<file path="src/rtl/multdiv_sequencer.sv">
// Iterative signed MULT (radix-2 Booth) / DIV (restoring) engine writing HI/LO; define MULTDIV_EARLY_TERM_EN for MULT early exit.
// Latency: MULT 32 cycles (fewer with early exit), DIV 33, DIV-by-zero 1; start is ignored while busy, with no queueing.
module multdiv_sequencer #(
  parameter int WIDTH = 32,
  parameter int CNT_W = 6
) (
  input  logic             clk,
  input  logic             reset,
  input  logic             start,
  input  logic [1:0]       op,
  input  logic [WIDTH-1:0] a,
  input  logic [WIDTH-1:0] b,
  output logic             busy,
  output logic             done,
  output logic             hilo_we,
  output logic [WIDTH-1:0] hi,
  output logic [WIDTH-1:0] lo,
  output logic             div_zero
);

  typedef enum logic [2:0] {S_IDLE, S_MULT, S_DIV, S_FIX, S_DZ, S_DONE} state_t;

  localparam logic [1:0] OP_MULT = 2'b01;
  localparam logic [1:0] OP_DIV  = 2'b10;

  state_t           state, state_nx;
  logic [CNT_W-1:0] cnt;
  logic [WIDTH:0]   acc;     // MULT: Booth accumulator (one guard bit); DIV: partial remainder
  logic [WIDTH-1:0] q;       // MULT: multiplier/product low; DIV: dividend/quotient
  logic             q_1;
  logic [WIDTH-1:0] mcand;   // MULT: multiplicand; DIV: |divisor|
  logic             sign_a, sign_b;

  logic [WIDTH-1:0] a_abs, b_abs;
  logic [WIDTH:0]   mc_ext, booth_sum, acc_sh;
  logic [WIDTH-1:0] q_sh;
  logic             q1_sh;
  logic             last_iter, mult_fin;
  logic [WIDTH:0]   div_sh, div_trial;
  logic             div_ge;
  logic [WIDTH-1:0] div_rem_nx, quot_nx, quot_fix, rem_fix;

  assign a_abs     = a[WIDTH-1] ? -a : a;
  assign b_abs     = b[WIDTH-1] ? -b : b;
  assign mc_ext    = {mcand[WIDTH-1], mcand};
  assign last_iter = (cnt == CNT_W'(WIDTH-1));

  always_comb begin
    booth_sum = acc;
    case ({q[0], q_1})
      2'b10:   booth_sum = acc - mc_ext;
      2'b01:   booth_sum = acc + mc_ext;
      default: booth_sum = acc;
    endcase
  end

  assign acc_sh = {booth_sum[WIDTH], booth_sum[WIDTH:1]};
  assign q_sh   = {booth_sum[0], q[WIDTH-1:1]};
  assign q1_sh  = q[0];

`ifdef MULTDIV_EARLY_TERM_EN
  logic [WIDTH-1:0]   rem_mask;
  logic [CNT_W-1:0]   shamt;
  logic [2*WIDTH-1:0] prod_shift;
  assign rem_mask   = {WIDTH{1'b1}} >> (cnt + CNT_W'(1));
  assign shamt      = CNT_W'(WIDTH-1) - cnt;
  // acc_sh[WIDTH] always equals acc_sh[WIDTH-1], so the narrower sign is exact
  assign prod_shift = $signed({acc_sh[WIDTH-1:0], q_sh}) >>> shamt;
  assign mult_fin   = last_iter || (((q_sh & rem_mask) == '0) && !q1_sh);
`else
  assign mult_fin   = last_iter;
`endif

  assign div_sh     = {acc[WIDTH-1:0], q[WIDTH-1]};
  assign div_trial  = div_sh - {1'b0, mcand};
  assign div_ge     = !div_trial[WIDTH];
  assign div_rem_nx = div_ge ? div_trial[WIDTH-1:0] : div_sh[WIDTH-1:0];
  assign quot_nx    = {q[WIDTH-2:0], div_ge};
  assign quot_fix   = (sign_a ^ sign_b) ? -q : q;
  assign rem_fix    = sign_a ? -acc[WIDTH-1:0] : acc[WIDTH-1:0];

  always_comb begin
    state_nx = state;
    case (state)
      S_IDLE: begin
        if (start && op == OP_MULT)     state_nx = S_MULT;
        else if (start && op == OP_DIV) state_nx = (b == '0) ? S_DZ : S_DIV;
      end
      S_MULT:  if (mult_fin)  state_nx = S_DONE;
      S_DIV:   if (last_iter) state_nx = S_FIX;
      S_FIX:   state_nx = S_DONE;
      S_DZ:    state_nx = S_IDLE;
      S_DONE:  state_nx = S_IDLE;
      default: state_nx = S_IDLE;
    endcase
  end

  always_ff @(posedge clk or negedge reset) begin
    if (!reset) begin
      state  <= S_IDLE;
      cnt    <= '0;
      acc    <= '0;
      q      <= '0;
      q_1    <= 1'b0;
      mcand  <= '0;
      sign_a <= 1'b0;
      sign_b <= 1'b0;
      hi     <= '0;
      lo     <= '0;
    end else begin
      state <= state_nx;
      case (state)
        S_IDLE: begin
          // operands reloaded every idle cycle; only the accept edge matters
          cnt    <= '0;
          acc    <= '0;
          q_1    <= 1'b0;
          q      <= (op == OP_DIV) ? a_abs : b;
          mcand  <= (op == OP_DIV) ? b_abs : a;
          sign_a <= a[WIDTH-1];
          sign_b <= b[WIDTH-1];
        end
        S_MULT: begin
          acc <= acc_sh;
          q   <= q_sh;
          q_1 <= q1_sh;
          cnt <= cnt + CNT_W'(1);
          if (mult_fin) begin
`ifdef MULTDIV_EARLY_TERM_EN
            {hi, lo} <= prod_shift;
`else
            {hi, lo} <= {acc_sh[WIDTH-1:0], q_sh};
`endif
          end
        end
        S_DIV: begin
          acc <= {1'b0, div_rem_nx};
          q   <= quot_nx;
          cnt <= cnt + CNT_W'(1);
        end
        S_FIX: begin
          hi <= rem_fix;
          lo <= quot_fix;
        end
        default: ;
      endcase
    end
  end

  assign busy     = (state != S_IDLE);
  assign done     = (state == S_DONE) || (state == S_DZ);
  assign hilo_we  = (state == S_DONE);
  assign div_zero = (state == S_DZ);

endmodule
</file>
<file path="config.mk">
export PLATFORM = sky130hd
export DESIGN_NAME = multdiv_sequencer
export DESIGN_NICKNAME = d
export VERILOG_FILES = /design/src/rtl/multdiv_sequencer.sv
export SDC_FILE = /design/constraint.sdc
export NUM_CORES = 1
export LEC_CHECK = 0
export BUFFER_PORTS_ARGS = -buffer_cell sky130_fd_sc_hd__buf_2
export CAP_MARGIN = 20
export CORE_MARGIN = 4
export CORE_UTILIZATION = 30
export CTS_BUF_LIST = sky130_fd_sc_hd__clkbuf_2
export CTS_CLUSTER_DIAMETER = 150
export DETAILED_ROUTE_END_ITERATION = 16
export PLACE_DENSITY = 0.5
export SYNTH_ARGS = -nofsm -noshare
export SYNTH_HDL_FRONTEND = slang
export SYNTH_SLANG_ARGS = --single-unit
</file>
<file path="constraint.sdc">
create_clock -name clk -period 6.3 [get_ports clk]
set_input_delay 1.26 -clock clk [delete_from_list [all_inputs] [get_ports clk]]
set_output_delay 1.26 -clock clk [all_outputs]
set_load 0.03 [all_outputs]
</file>
Word level (Yosys, flattened, before mapping)
Cells that the tools add are included.
Storage, ports and cells
  input bits: 69
  memory bits (read-only): 0
  memories kept: 0
  output and inout bits: 68
  bits in writable memories: 0
  word-level logic and storage cells: 68
  latch bits: 0
  flip-flop bits (word level): 173
Cells by class
  muxes and demuxes: 22
  add/subtract/negate cells: 8
  $lt $le $gt $ge: 0
  reductions and logical operators: 14
  divide/modulo/power cells: 0
  eq/ne operators: 13
  shifts and indexed selects: 0
  multipliers: 0
  bitwise operators: 1
Operators by type and width (count)
  $mux W32: 9
  $neg A32 Y32: 4
  $pmux W32 S2: 2
  $pmux W33 S3: 1
  $pmux W32 S3: 1
  $pmux W33 S2: 1
  $add A33 B33 Y33: 1
  $sub A33 B32 Y33: 1
  $sub A33 B33 Y33: 1
  $logic_not A32 Y1: 1
  $mux W3: 5
  $pmux W3 S4: 1
  $pmux W6 S2: 1
  $add A6 B1 Y6 const B: 1
  $eq A3 B2 Y1 const B: 2
  $eq A3 B3 Y1 const B: 2
  $eq A6 B5 Y1 const B: 1
  $reduce_bool A2 Y1: 3
  $reduce_bool A3 Y1: 2
  $eq A2 B1 Y1 const B: 2
  $eq A2 B2 Y1 const B: 2
  $ne A2 B2 Y1 const B: 2
  $eq A3 B1 Y1 const B: 1
  $logic_not A3 Y1: 1
  other kinds (9): 10

Depth between registers and ports, before layout
  depth in word-level cells: 5
  gate-level depth with buffers: 18
  gate-level depth less buffers: 18

Worst setup path before layout
No wires, ideal clock.
  path kind: input-to-reg
  start: input a[11]
  end: register q[29]
  setup slack: 2.207 ns
  stages on the path: 10
  data required time: 6.169 ns
  path buffers: 0
  library setup time: 0.131 ns
  arrival time: 3.962 ns
  cells stage by stage: or4_4 or2_1 or3_4 or4_4 or3_4 o31ai_4 xor2_1 nand2_1 a2111oi_2 nor3_1
On the way
  cells in the longest elaborated chain, start to end: 4
RTL lines
  start: declaration: line 11  | input logic [WIDTH-1:0] a,
  $neg A32 Y32: line 43  | assign a_abs = a[WIDTH-1] ? -a : a;
  $mux W32: line 43
  $mux W32: line 118  | q <= (op == OP_DIV) ? a_abs : b;
  $pmux W32 S3: line 112  | case (state)
  end signal: assignment: line 118
  end signal: assignment: line 125  | q <= q_sh;
  end signal: assignment: line 138  | q <= quot_nx;
  end: declaration: line 29  | logic [WIDTH-1:0] q;
No other way between the ends.
A chain may end at the register's enable or synchronous reset.

Worst setup path after layout
  start: register q[0]
  end: register acc[26]
On the way
  cells in the longest elaborated chain, start to end: 3
  elaborated cells between the ends (all ways): 4
RTL lines
  $eq A2 B1 Y1 / $eq A2 B2 Y1 (equally long branches): line 50  | case ({q[0], q_1})
  $pmux W33 S2 (*): line 50
  $pmux W33 S3 (*): line 112
  end signal: assignment: line 124  | acc <= acc_sh;
  end signal: assignment: line 137  | acc <= {1'b0, div_rem_nx};
  end: declaration: line 28  | logic [WIDTH:0] acc;
Mark *: on every way between the ends. The rest lies on a longest branch, timed or not.

==> results.cfg <==
[sta]
final-setup-viol-count = 0
tightest_slew_ps = 1080
fin_crit_sh_pct = 71.2
slew-limit-headroom_pct = 27.9
finClkSkew_ps = 56.1
fmax_mhz = 223
hold_viol_final = 0
fin_crit_ps = 4490
rsz0062_at_grt = false
drv_slew = 0
tns_ps = 0

[drt]
vias = 15300
ant_nets = 0
routedWlPerCell_um = 21.3
viasPerCell = 5.57
first_pass_iters = 6
initialDrtViolationCount = 1389
drt_wl_total_mm = 58.7
drc = 0

[synth]
synth-async-reset-ratio_pct = 100
yosysWarnings = 0
synthDominantCellAreaShare_pct = 28.0
synthesis.area_sq_um = 15500
synth-seq-cells = 173
synth_top_area_cell = dfrtp_1
yosysSeqAreaShare_pct = 28.0
syn_avg_cell_area_sq_um = 7.67
ys_dominant_reg_cell = dfrtp_1
synth_cell_types = 73
syn_inst = 2018
synthTopCellsByArea = dfrtp_1 28%, xor2_1 6.9%, nand2_1 6.1%, a21oi_1 6.0%, ha_1 5.8%
synth.net_count = 2161
synth-edff-count = 0

[critical_path]
max_stage_delay_ps = 580
cp.required_ps = 7140
r2r_cells = 14
crit_chain = inv_1, ha_2, mux2_2, ha_1, a211oi_1, o21a_1, or3_1, a21oi_1, a22o_1, o21ai_0, xor2_1, nand2b_1, nand2_1, a221oi_1
cp_max_fo = 33
ff2ff_setup_slack_ps = 1810
r2r_end = acc[26]$_DFFE_PN0P_
cp-end-kind = flip-flop
crit_type = reg2reg
crit_path_top_delay_cell = ha_2
reg2reg_from = q[0]$_DFFE_PN0P_
start_kind = flip-flop
cp.arrival_ps = 5330
cp-endpoint = acc[26]$_DFFE_PN0P_
crit_start = q[0]$_DFFE_PN0P_

[final_layout]
layout_common_cells = 249 x nand2_1, 220 x nor2_1, 185 x a21oi_1
drive_gt1_share_pct = 10.8
layout_commonest_cell = nand2_1
stdcell_area_sq_um = 16900
stdcell_count = 2750
final_util_pct = 33.3
area_growth_pct = 8.98
layout.nets = 2202

[clocking]
worstSkewPairLatency_ps = 960
cts.sinks = 173
cts_tree = done
post_cts_resized = 0
htree_levels = 4
clockRootBuffer = clkbuf_2
cts_setup_buffers = 0
clkTransAtPathRegs_ps = 300
cts_hold_buf = 0
clockBufferDepth = 2
numCtsBuffers = 17

[run_status]
status = completed

[power]
peakVddDrop_v = 0.000189
p_leak_nw = 7.31
p_per_area_nw_per_um2 = 611

[placed_design]
port-buffer-count = 136
dp_hpwl_mm = 44.6
gp_routability_congestion = 0.901
placedCellCount = 2712
placed_cell_area_sq_um = 16600

[die]
io_pins = 137
die-area_sq_um = 55300
chipHeight_um = 235
die-width_um = 235
core_sq_um = 50600
rows = 82
initial_utilization_pct = 30.6

[global_route]
antenna_found_initial = 6
grt_usage_pct = 20.4
grt_pass1_wl_mm = 89.3
overflow = 0
grt_max_degree = 91
first_global_vias = 14200

[hold_path]
hold_class = in2async

[flow_run]
cap_violations = 0
-- worst min-delay path by stage --
| stage | start | to | slack (ps) | cells past startpoint |
|---|---|---|---|---|
| 2_1_floorplan | cnt[5]$_DFFE_PN0P_ | cnt[5]$_DFFE_PN0P_ | 440 | 1 |
| 6_report | reset | hi[3]$_DFFE_PN0P_ | 330 | 1 |
| 3_3_place_gp | cnt[5]$_DFFE_PN0P_ | cnt[5]$_DFFE_PN0P_ | 470 | 1 |
| 5_1_grt | reset | cnt[5]$_DFFE_PN0P_ | 370 | 1 |
| 3_5_place_dp | cnt[5]$_DFFE_PN0P_ | cnt[5]$_DFFE_PN0P_ | 470 | 1 |
| 4_1_cts | reset | cnt[2]$_DFFE_PN0P_ | 320 | 1 |
-- sequential cells by signal (all words and copies together), names as in the netlist --
register and cells:
q 32, mcand 32, acc 33, sign_b 1, state 3, sign_a 1
cnt 6, hi 32, q_1 1, lo 32
-- synth_stat cells (15+ instances only) --
cell and number:
or4_1 15, ha_1 72, and3_1 16, inv_1 53, a211oi_1 38, or3_1 20
a31oi_1 60, xnor2_1 83, o221ai_1 17, o21ai_0 173, nor2_1 221, a21o_1 42
nand2b_1 15, a21oi_1 185, dfrtp_1 173, xor2_1 122, o211ai_1 20, nor3_1 29
mux2i_1 31, nand2_1 250, nand3_1 20, clkbuf_1 118, o31ai_1 30
-- area by class of cell --
cell class	count	area [sq um]
clock inverter	15	163
inverter	54	203
multi-input combinational	1654	10400
tap	672	841
fill	5451	33700
antenna	6	15.0
clock buffer	17	85.1
sequential	173	4330
timing repair buffer	159	860
-- logic make-up after synthesis --
group,synth area share (%)
xor gates and xnor gates,11.6
AOI/OAI and AO/OA,28.0
adders and majority gates,6.08
and+or+nand+nor,18.8
muxes,2.22
buffers and inverters,5.29
DFF,28.0
-- layer usage --
layer,vias to the layer above,routed length (um),track usage [%]
met1,7435,28800,30.5
met4,4,1300,5.96
li1,7387,-,-
met5,-,34,0
met3,55,3130,2.88
met2,428,25400,30.7
-- critical path: cells and delay by family (launching register included) --
kind,cells,cell delay (ps)
AO/OA/AOI/OAI,6,1550
flip-flops,1,500
AND/OR/NAND/NOR,3,710
buffers and inverters,1,120
XOR/XNOR,1,180
multiplexers,1,420
adder cells (fa/ha/maj),2,870
-- power breakdown --
group	leakage, nW	switching (W)	internal (W)	total [W]
Combinational	5.03	0.00466	0.00268	0.00734
Clock	0.147	0.000498	0.000167	0.000666
Sequential	2.13	0.000699	0.00160	0.00230
Total	7.31	0.00586	0.00445	0.0103
-- metrics by stage --
stage / worst slack, ps / total power (W) / hold WS, ps
detailed placement: 1800 / 0.00959 / 472
finish: 1810 / 0.0103 / 328
global route: 1460 / 0.0112 / 368
floorplan: 2210 / 0.00747 / 444
global placement: 1850 / 0.00957 / 470
CTS: 1820 / 0.0103 / 324
No activity file was read; power rests on OpenSTA's default activity.
